<file path="config.mk">
export PLATFORM = sky130hd
export DESIGN_NAME = coef_update_scheduler
export DESIGN_NICKNAME = d
export VERILOG_FILES = /design/src/rtl/coef_update_scheduler_pkg.sv /design/src/rtl/coef_update_scheduler.sv
export SDC_FILE = /design/constraint.sdc
export NUM_CORES = 1
export LEC_CHECK = 0
export ABC_AREA = 0
export CAP_MARGIN = 20
export CORE_UTILIZATION = 30
export CTS_CLUSTER_SIZE = 40
export DETAILED_ROUTE_END_ITERATION = 8
export PLACE_DENSITY = 0.52
export SYNTH_ARGS = -nofsm -noshare
export SYNTH_HDL_FRONTEND = slang
export SYNTH_SLANG_ARGS = --single-unit
</file>
<file path="constraint.sdc">
create_clock -name clk -period 3.5 [get_ports clk]
set_input_delay 0.7 -clock clk [delete_from_list [all_inputs] [get_ports clk]]
set_output_delay 0.7 -clock clk [all_outputs]
set_load 0.02 [all_outputs]
</file>
<file path="src/rtl/coef_update_scheduler_pkg.sv">
// Shared constants, FSM state type and word-select helper for the coefficient
// update scheduler.
package coef_pkg;

   localparam int COEF_W         = 16;
   localparam int NUM_BANDS      = 3;
   localparam int COEFS_PER_BAND = 5;
   localparam int NUM_COEFS      = NUM_BANDS * COEFS_PER_BAND;
   localparam int SET_W          = COEF_W * NUM_COEFS;
   localparam int IDX_W          = 4;

   // Word index = band*5 + k, k ordered b0, b1, b2, a1, a2.
   localparam logic [IDX_W-1:0] LOW_B0  = 4'd0,  LOW_B1  = 4'd1,  LOW_B2  = 4'd2,  LOW_A1  = 4'd3,  LOW_A2  = 4'd4;
   localparam logic [IDX_W-1:0] MID_B0  = 4'd5,  MID_B1  = 4'd6,  MID_B2  = 4'd7,  MID_A1  = 4'd8,  MID_A2  = 4'd9;
   localparam logic [IDX_W-1:0] HIGH_B0 = 4'd10, HIGH_B1 = 4'd11, HIGH_B2 = 4'd12, HIGH_A1 = 4'd13, HIGH_A2 = 4'd14;

   typedef enum logic [1:0] {
      ST_IDLE        = 2'd0,
      ST_WRITE       = 2'd1,
      ST_COMMIT_WAIT = 2'd2
   } state_t;

   // Word 0 (low_b0) occupies the most significant slice of the packed set.
   function automatic logic [COEF_W-1:0] word_sel(input logic [SET_W-1:0] set,
                                                 input logic [IDX_W-1:0] idx);
      logic [SET_W-1:0] sh;
      sh = set >> (COEF_W * (NUM_COEFS - 1 - int'(idx)));
      return sh[COEF_W-1:0];
   endfunction

endpackage

</file>
<file path="src/rtl/coef_update_scheduler.sv">
// Captures a received coefficient set, streams it into the cascade's shadow
// bank around filter reads, and commits it on an audio sample boundary.
module coef_update_scheduler
   import coef_pkg::*;
(
   input  logic              clk,
   input  logic              reset,
   input  logic [SET_W-1:0]  coef_in,
   input  logic              valid_in,
   input  logic              sample_tick,
   input  logic              filt_busy,
   output logic              wr_en,
   output logic [IDX_W-1:0]  wr_addr,
   output logic [COEF_W-1:0] wr_data,
   output logic              commit,
   output logic              busy,
   output logic              overrun,
   output logic [7:0]        update_count,
   output state_t            state_dbg
);

   // Handshake: valid_in is a one-cycle pulse qualifying coef_in in that cycle;
   // there is no ready, so a set arriving while busy parks in pending (last wins).

   state_t             state_q, state_d;
   logic [SET_W-1:0]   shadow_q, shadow_d;
   logic [SET_W-1:0]   pending_q, pending_d;
   logic               pend_flag_q, pend_flag_d;
   logic [IDX_W-1:0]   idx_q, idx_d;
   logic               commit_q, commit_d;
   logic               overrun_q, overrun_d;
   logic [7:0]         count_q, count_d;
   logic               capture_pend;

   always_ff @(posedge clk) begin
      if (!reset) begin
         state_q     <= ST_IDLE;
         shadow_q    <= '0;
         pending_q   <= '0;
         pend_flag_q <= 1'b0;
         idx_q       <= '0;
         commit_q    <= 1'b0;
         overrun_q   <= 1'b0;
         count_q     <= '0;
      end else begin
         state_q     <= state_d;
         shadow_q    <= shadow_d;
         pending_q   <= pending_d;
         pend_flag_q <= pend_flag_d;
         idx_q       <= idx_d;
         commit_q    <= commit_d;
         overrun_q   <= overrun_d;
         count_q     <= count_d;
      end
   end

   always_comb begin
      state_d      = state_q;
      shadow_d     = shadow_q;
      pending_d    = pending_q;
      pend_flag_d  = pend_flag_q;
      idx_d        = idx_q;
      commit_d     = 1'b0;
      overrun_d    = overrun_q;
      count_d      = count_q;
      capture_pend = 1'b0;
      wr_en        = 1'b0;
      wr_addr      = '0;
      wr_data      = '0;

      unique case (state_q)
         ST_IDLE: begin
            if (valid_in) begin
               shadow_d = coef_in;
               idx_d    = '0;
               state_d  = ST_WRITE;
            end
         end
         ST_WRITE: begin
            wr_en   = !filt_busy;
            wr_addr = idx_q;
            wr_data = word_sel(shadow_q, idx_q);
            if (wr_en) begin
               if (idx_q == HIGH_A2) state_d = ST_COMMIT_WAIT;
               else                  idx_d   = idx_q + 1'b1;
            end
            capture_pend = valid_in;
         end
         ST_COMMIT_WAIT: begin
            if (sample_tick) begin
               commit_d = 1'b1;
               count_d  = count_q + 1'b1;
               idx_d    = '0;
               // A fresh set on the tick edge supersedes anything parked.
               if (valid_in) begin
                  shadow_d    = coef_in;
                  pend_flag_d = 1'b0;
                  state_d     = ST_WRITE;
               end else if (pend_flag_q) begin
                  shadow_d    = pending_q;
                  pend_flag_d = 1'b0;
                  state_d     = ST_WRITE;
               end else begin
                  state_d = ST_IDLE;
               end
            end else begin
               capture_pend = valid_in;
            end
         end
         default: state_d = ST_IDLE;
      endcase

      if (capture_pend) begin
         pending_d   = coef_in;
         pend_flag_d = 1'b1;
         if (pend_flag_q) overrun_d = 1'b1;
      end
   end

   assign commit       = commit_q;
   assign busy         = (state_q != ST_IDLE);
   assign overrun      = overrun_q;
   assign update_count = count_q;
   assign state_dbg    = state_q;

endmodule

</file>
==> results_dict.tcl, run 1 <==
set metrics [dict create \
    status "finished with violations" \
    violations "negative setup slack" \
    drc 0 \
    die_area_mm2 0.0736 \
    hold_depth 2 \
    cts_inserted_buffers 55 \
    holdPathEnd "pending_q[94]" \
    power_leakage_nw 10.0 \
    path_class "reg -> out" \
    yosys_register_bits 497 \
    setup_tns_ns -0.0683 \
    wirelength_um 82900 \
    cp-end-kind "primary output" \
    worst_slew_pin_slew_ns 0.739 \
    clock-sinks 497 \
    synth_area_leaders "dfxtp_1 46%, nand2_1 17%, a311oi_1 6.7%" \
    drtAntennaViolNets 0 \
    start_util_pct 30.4 \
    r2r_end "pending_q[190]" \
    worst_slack_ns -0.0253 \
    layoutNonFillerInstCount 3834 \
    std_cell_rows 98 \
    p_seq_share_pct 40.0 \
    min_period_ns 3.53 \
    synth_area_mm2 0.0218 \
    hpwl_um 58300 \
    preCtsSetupSlack_ns -0.0772 \
    grt_overflow 0 \
    boundaryPins 279 \
    port_buffers 278 \
    syn_nets 2896 \
    crit_path_top_delay_cell "dfxtp_2" \
    netlist.area_leader.share_pct 45.7 \
    synthTopCellsByCount "974 x nand2_1, 497 x dfxtp_1, 267 x nor2_1" \
    cts_buffer_depth 3 \
    rr_worst_depth 8 \
    cts_tree "done" \
    syn_inst 2642 \
    coreArea_mm2 0.0716 \
    die_y_um 271 \
    rsz0062_at_grt "true" \
    grt_pass1_vias 18819 \
    fin_nets 3100 \
    netlist.top_cell.by_area "dfxtp_1" \
    rr_startpoint "state_dbg[0]" \
    p_comb_share_pct 31.0 \
    clock_skew_ns 0.0403 \
    yosysWarnings 0 \
    crit_fanout 6 \
    drive_gt1_share_pct 13.6 \
    drt_iter0_markers 1579 \
    viasPerCell 5.17 \
    grt_usage_pct 21.8 \
    synth_edf_count 0 \
    finalHoldViolations 0 \
    slew-limit-headroom_pct 50.7 \
    path_clk_slew_ns 0.06 \
    n_antenna_cell 0 \
    powerDensity_mw_per_mm2 707 \
    crit_chain "buf_6, ha_4, buf_8, buf_16, buf_8, mux4_2, and2_4, a311oi_2, o22ai_2, buf_6" \
    cp_data_arrival_time_ns 2.83 \
    synth_most_common_cell "nand2_1" \
    grt_pass1_wl_um 121000 \
    maxCapViolCount 0 \
    ys_types 45 \
    swShare_pct 35.7 \
    finish.utilization_pct 39.4 \
    clk_latency_ns 0.64 \
    gp_congestion 0.850 \
    hold_path.class "reg -> reg" \
    dp_cells 3704 \
    seq_area_frac_synth_pct 45.7 \
    htreeDepth 2 \
    ys_async_sr_fraction_pct 0 \
    grt_max_degree 110 \
    wl_per_cell_um 21.6 \
    antenna_found_initial 1 \
    p_switching_mw 7.11 \
    clockPowerShare_pct 29.0 \
    finalMaxSlewViolations 0 \
    power.internal_mw 12.8 \
    required_ns 2.80 \
    cts_hold_buffers 0 \
    vdd_drop_max_v 0.000422 \
    ys.flop_type "dfxtp_1" \
    critPathLaunchType "register" \
    fp.dieW_um 271 \
    cts-root-buf "clkbuf_16" \
    syn_avg_cell_area_um2 8.24 \
    r2r_slack_ns 1.09 \
    finalSetupViolations 4 \
    syn2layout_area_growth_pct 29.6 \
    slowest_delay_ns 0.34 \
    period_share_pct 101 \
    drt_pass1_iterations 5 \
    finalPower_mw 19.9 \
    max_freq_ghz 0.284 \
    hold_start "pending_q[94]" \
    vias 19804 \
]
cells in the final DEF (no fill, tap or decap), drive strengths merged, types with 8 or more instances in the layout:
| cell | synthesis | layout |
|---|---|---|
| nand2 | 974 | 974 |
| dfxtp | 497 | 497 |
| nor2 | 268 | 268 |
| clkdlybuf4s50 | 0 | 262 |
| a21oi | 251 | 251 |
| a311oi | 241 | 241 |
| buf | 121 | 120 |
| clkbuf | 117 | 79 |
| mux4 | 48 | 48 |
| mux2i | 19 | 19 |
| mux2 | 15 | 15 |
| o32ai | 15 | 15 |
| a221oi | 15 | 15 |
| clkinv | 0 | 13 |
| ha | 9 | 9 |
| inv | 7 | 8 |
how the worst max path moves through the flow:
stage | from | slack, ns | endpoint
after floorplan | idx_q[0] | 0.15 | wr_data[15]
after global placement | idx_q[0] | -0.08 | wr_data[12]
after detailed placement | idx_q[1] | -0.08 | wr_data[12]
after CTS | idx_q[1] | -0.08 | wr_data[13]
after global routing | idx_q[1] | -0.10 | wr_data[14]
final | idx_q[1] | -0.03 | wr_data[14]
repair_timing:
action	CTS	global route
gates resized for setup	129	35
endpoints found under the setup margin	16	16
pin swaps	3	12
cloned	4	1
setup buffers	19	19
per-layer routing:
layer	up-vias	routed length (um)	track usage [%]
met2	598	40300	37.2
met3	116	4010	2.81
li1	9495	-	-
met1	9595	35600	28.1
met5	-	0	0
met4	0	2920	7.92
kinds of logic after synthesis:
kind of cell / synth area share, %
flops: 45.7
compound gates: 19.4
mux: 6.75
xor+xnor: 0.351
fa+ha+maj: 0.517
simple gates: 22.0
buf+inv: 5.20
worst max-delay path: cells and delay by family (launching register included):
family,cells,cell delay [ns]
compound gates,2,0.42
fa+ha+maj,1,0.30
buf+inv,5,0.67
flops,1,0.34
mux,1,0.28
simple gates,1,0.17
sequential cells by signal, indices dropped and copies added (netlist names):
register,cells
overrun,1
pend_flag_q,1
state_dbg,2
commit,1
update_count,8
shadow_q,240
pending_q,240
idx_q,4
power groups by stage:
stage                     clock (mW)  sequential (mW)  combinational [mW]
final                           5.79             7.98                6.18
after global routing            6.15             8.02                6.72
after CTS                       5.91             8.00                6.05
after detailed placement           0             8.11                5.68
after global placement             0             8.12                5.59
after floorplan                    0             7.27                3.98
per-stage QoR:
| step | hold slack (ns) | instance area, um^2 |
|---|---|---|
| after global routing | 0.466 | 28200 |
| after CTS | 0.455 | 28000 |
| after global placement | 0.441 | 25700 |
| final | 0.454 | 28200 |
| after detailed placement | 0.447 | 25700 |
| after floorplan | 0.437 | 21800 |
area by class of cell:
cell class / count / area (um^2)
clock buffer: 77 / 1560
sequential: 497 / 9960
multi-input combinational: 1900 / 11100
inverter: 7 / 33.8
clock inverter: 18 / 236
tap: 950 / 1190
timing repair buffer: 385 / 4130
fill: 7155 / 43400
Power figures use the tool's default switching activity.
==> run 2, diff against run 1 <==
--- a/config.mk
+++ b/config.mk
@@ -7,10 +7,11 @@
 export LEC_CHECK = 0
 export ABC_AREA = 0
 export CAP_MARGIN = 20
-export CORE_UTILIZATION = 30
+export CORE_UTILIZATION = 56
+export CTS_CLUSTER_DIAMETER = 100
 export CTS_CLUSTER_SIZE = 40
 export DETAILED_ROUTE_END_ITERATION = 8
-export PLACE_DENSITY = 0.52
+export PLACE_DENSITY = 0.84
 export SYNTH_ARGS = -nofsm -noshare
 export SYNTH_HDL_FRONTEND = slang
 export SYNTH_SLANG_ARGS = --single-unit
==> results_dict.tcl, run 2 (synthesis results as in run 1) <==
set metrics [dict create \
    status "completed" \
    cts_buffer_depth 3 \
    wirelength_um 71100 \
    grt_pass1_vias 18595 \
    dp_cells 3259 \
    finalPower_mw 16.4 \
    grt_max_degree 145 \
    coreArea_mm2 0.0379 \
    vias 20113 \
    powerDensity_mw_per_mm2 635 \
    finalMaxSlewViolations 0 \
    drive_gt1_share_pct 10.4 \
    layout_common_cells "972 x nand2_1, 494 x dfxtp_1, 266 x nor2_1" \
    finalSetupViolations 0 \
    hold_path.class "reg -> reg" \
    layoutNonFillerInstCount 3298 \
    clock-sinks 497 \
    viasPerCell 6.10 \
    cp-end-kind "primary output" \
    fin_nets 3038 \
    maxCapViolCount 0 \
    layout.area.seq_mm2 0.00996 \
    cts_hold_buffers 0 \
    drt_iter0_markers 1901 \
    clock_skew_ns 0.0169 \
    grt_pass1_wl_um 106000 \
    hpwl_um 50800 \
    path_class "reg -> out" \
    grt_overflow 0 \
    critPathLaunchType "register" \
    power_leakage_nw 9.16 \
    cts-root-buf "clkbuf_16" \
    path_delay_family "multiplexers" \
    slew-limit-headroom_pct 50.3 \
    boundaryPins 279 \
    required_ns 2.80 \
    port_buffers 278 \
    clk_latency_ns 0.56 \
    die_y_um 199 \
    gp_congestion 0.969 \
    fp.dieW_um 199 \
    htreeDepth 1 \
    cp_num_buf_inv 4 \
    crit_path_top_delay_cell "mux4_2" \
    std_cell_rows 71 \
    drt_pass1_iterations 7 \
    max_freq_ghz 0.289 \
    grt_usage_pct 35.0 \
    cp_data_arrival_time_ns 2.76 \
    start_util_pct 57.4 \
    wl_per_cell_um 21.6 \
    die_area_mm2 0.0397 \
    min_period_ns 3.46 \
    drtAntennaViolNets 0 \
    worst_slew_pin_slew_ns 0.745 \
    syn2layout_area_growth_pct 18.9 \
    cts_inserted_buffers 16 \
    rsz0062_at_grt "true" \
    antenna_found_initial 2 \
    fill_cells 2956 \
    crit_chain "inv_2, ha_4, buf_16, mux4_2, mux2i_1, o32ai_1, buf_4, clkdlybuf4s15_2" \
    slowest_delay_ns 0.49 \
    finalHoldViolations 0 \
    period_share_pct 98.9 \
    vdd_drop_max_v 0.000463 \
    final_common_cell "nand2_1" \
    multi_input_area_mm2 0.0110 \
    path_clk_slew_ns 0.14 \
    cts_tree "done" \
    crit_fanout 8 \
    drc 0 \
]
-- run 2: worst min-delay path: stages, from the launching register on --
cell	delay, ns
dfxtp_1	0.34
nand2_1	0.05
a21oi_1	0.05
-- run 2: timing repair --
action | 4_1_cts | 5_1_grt
setup endpoints to repair | 16 | 16
buffers inserted | 5 | 12
pin swaps | 1 | 4
gates cloned | 2 | 0
gates resized for setup | 92 | 27
endpoints found under the hold margin | 0 | 0
-- run 2: layout make-up --
class,count,area share [%]
Antenna cell,1,0.00967
Clock buffer,18,1.66
Clock inverter,2,0.0967
Inverter,7,0.131
Multi-Input combinational cell,1900,42.4
Sequential cell,497,38.5
Tap cell,511,2.47
Timing Repair Buffer,362,14.7
-- run 2: path summary, 6_finish.rpt --
check	from	end	slack [ns]	depth (start not counted)
worst min register to register	pending_q[39]	pending_q[39]	0.46	2
worst max-delay path	idx_q[0]	wr_data[1]	0.04	8
worst max register to register	state_dbg[0]	shadow_q[196]	0.96	7
worst min-delay path	pending_q[39]	pending_q[39]	0.46	2
-- run 2: power by group --
group,switching (mW),internal [mW]
Sequential,1.20,6.76
Combinational,3.29,2.57
Clock,1.72,0.908
Total,6.20,10.2
-- run 2: per-layer routing --
metal | vias to the layer above | part of all wire (%) | track usage, %
met5 | - | 0.038 | 0
met4 | 4 | 5.9 | 18.9
met3 | 179 | 6.7 | 3.85
met2 | 847 | 49 | 59.8
met1 | 9754 | 39 | 43.4
li1 | 9329 | - | -
-- run 2: through the flow --
stage / setup slack (ns) / area (um^2) / setup TNS [ns] / util [%] / hold WS, ns
after global placement: 0.0941 / 25100 / 0 / 66.1 / 0.441
after CTS: -0.0855 / 25700 / -0.220 / 67.8 / 0.464
after floorplan: 0.148 / 21800 / 0 / - / 0.437
after detailed placement: 0.0469 / 25100 / 0 / 66.1 / 0.447
final: 0.0393 / 25900 / 0 / 68.2 / 0.465
after global routing: -0.0699 / 25900 / -0.287 / 68.2 / 0.477
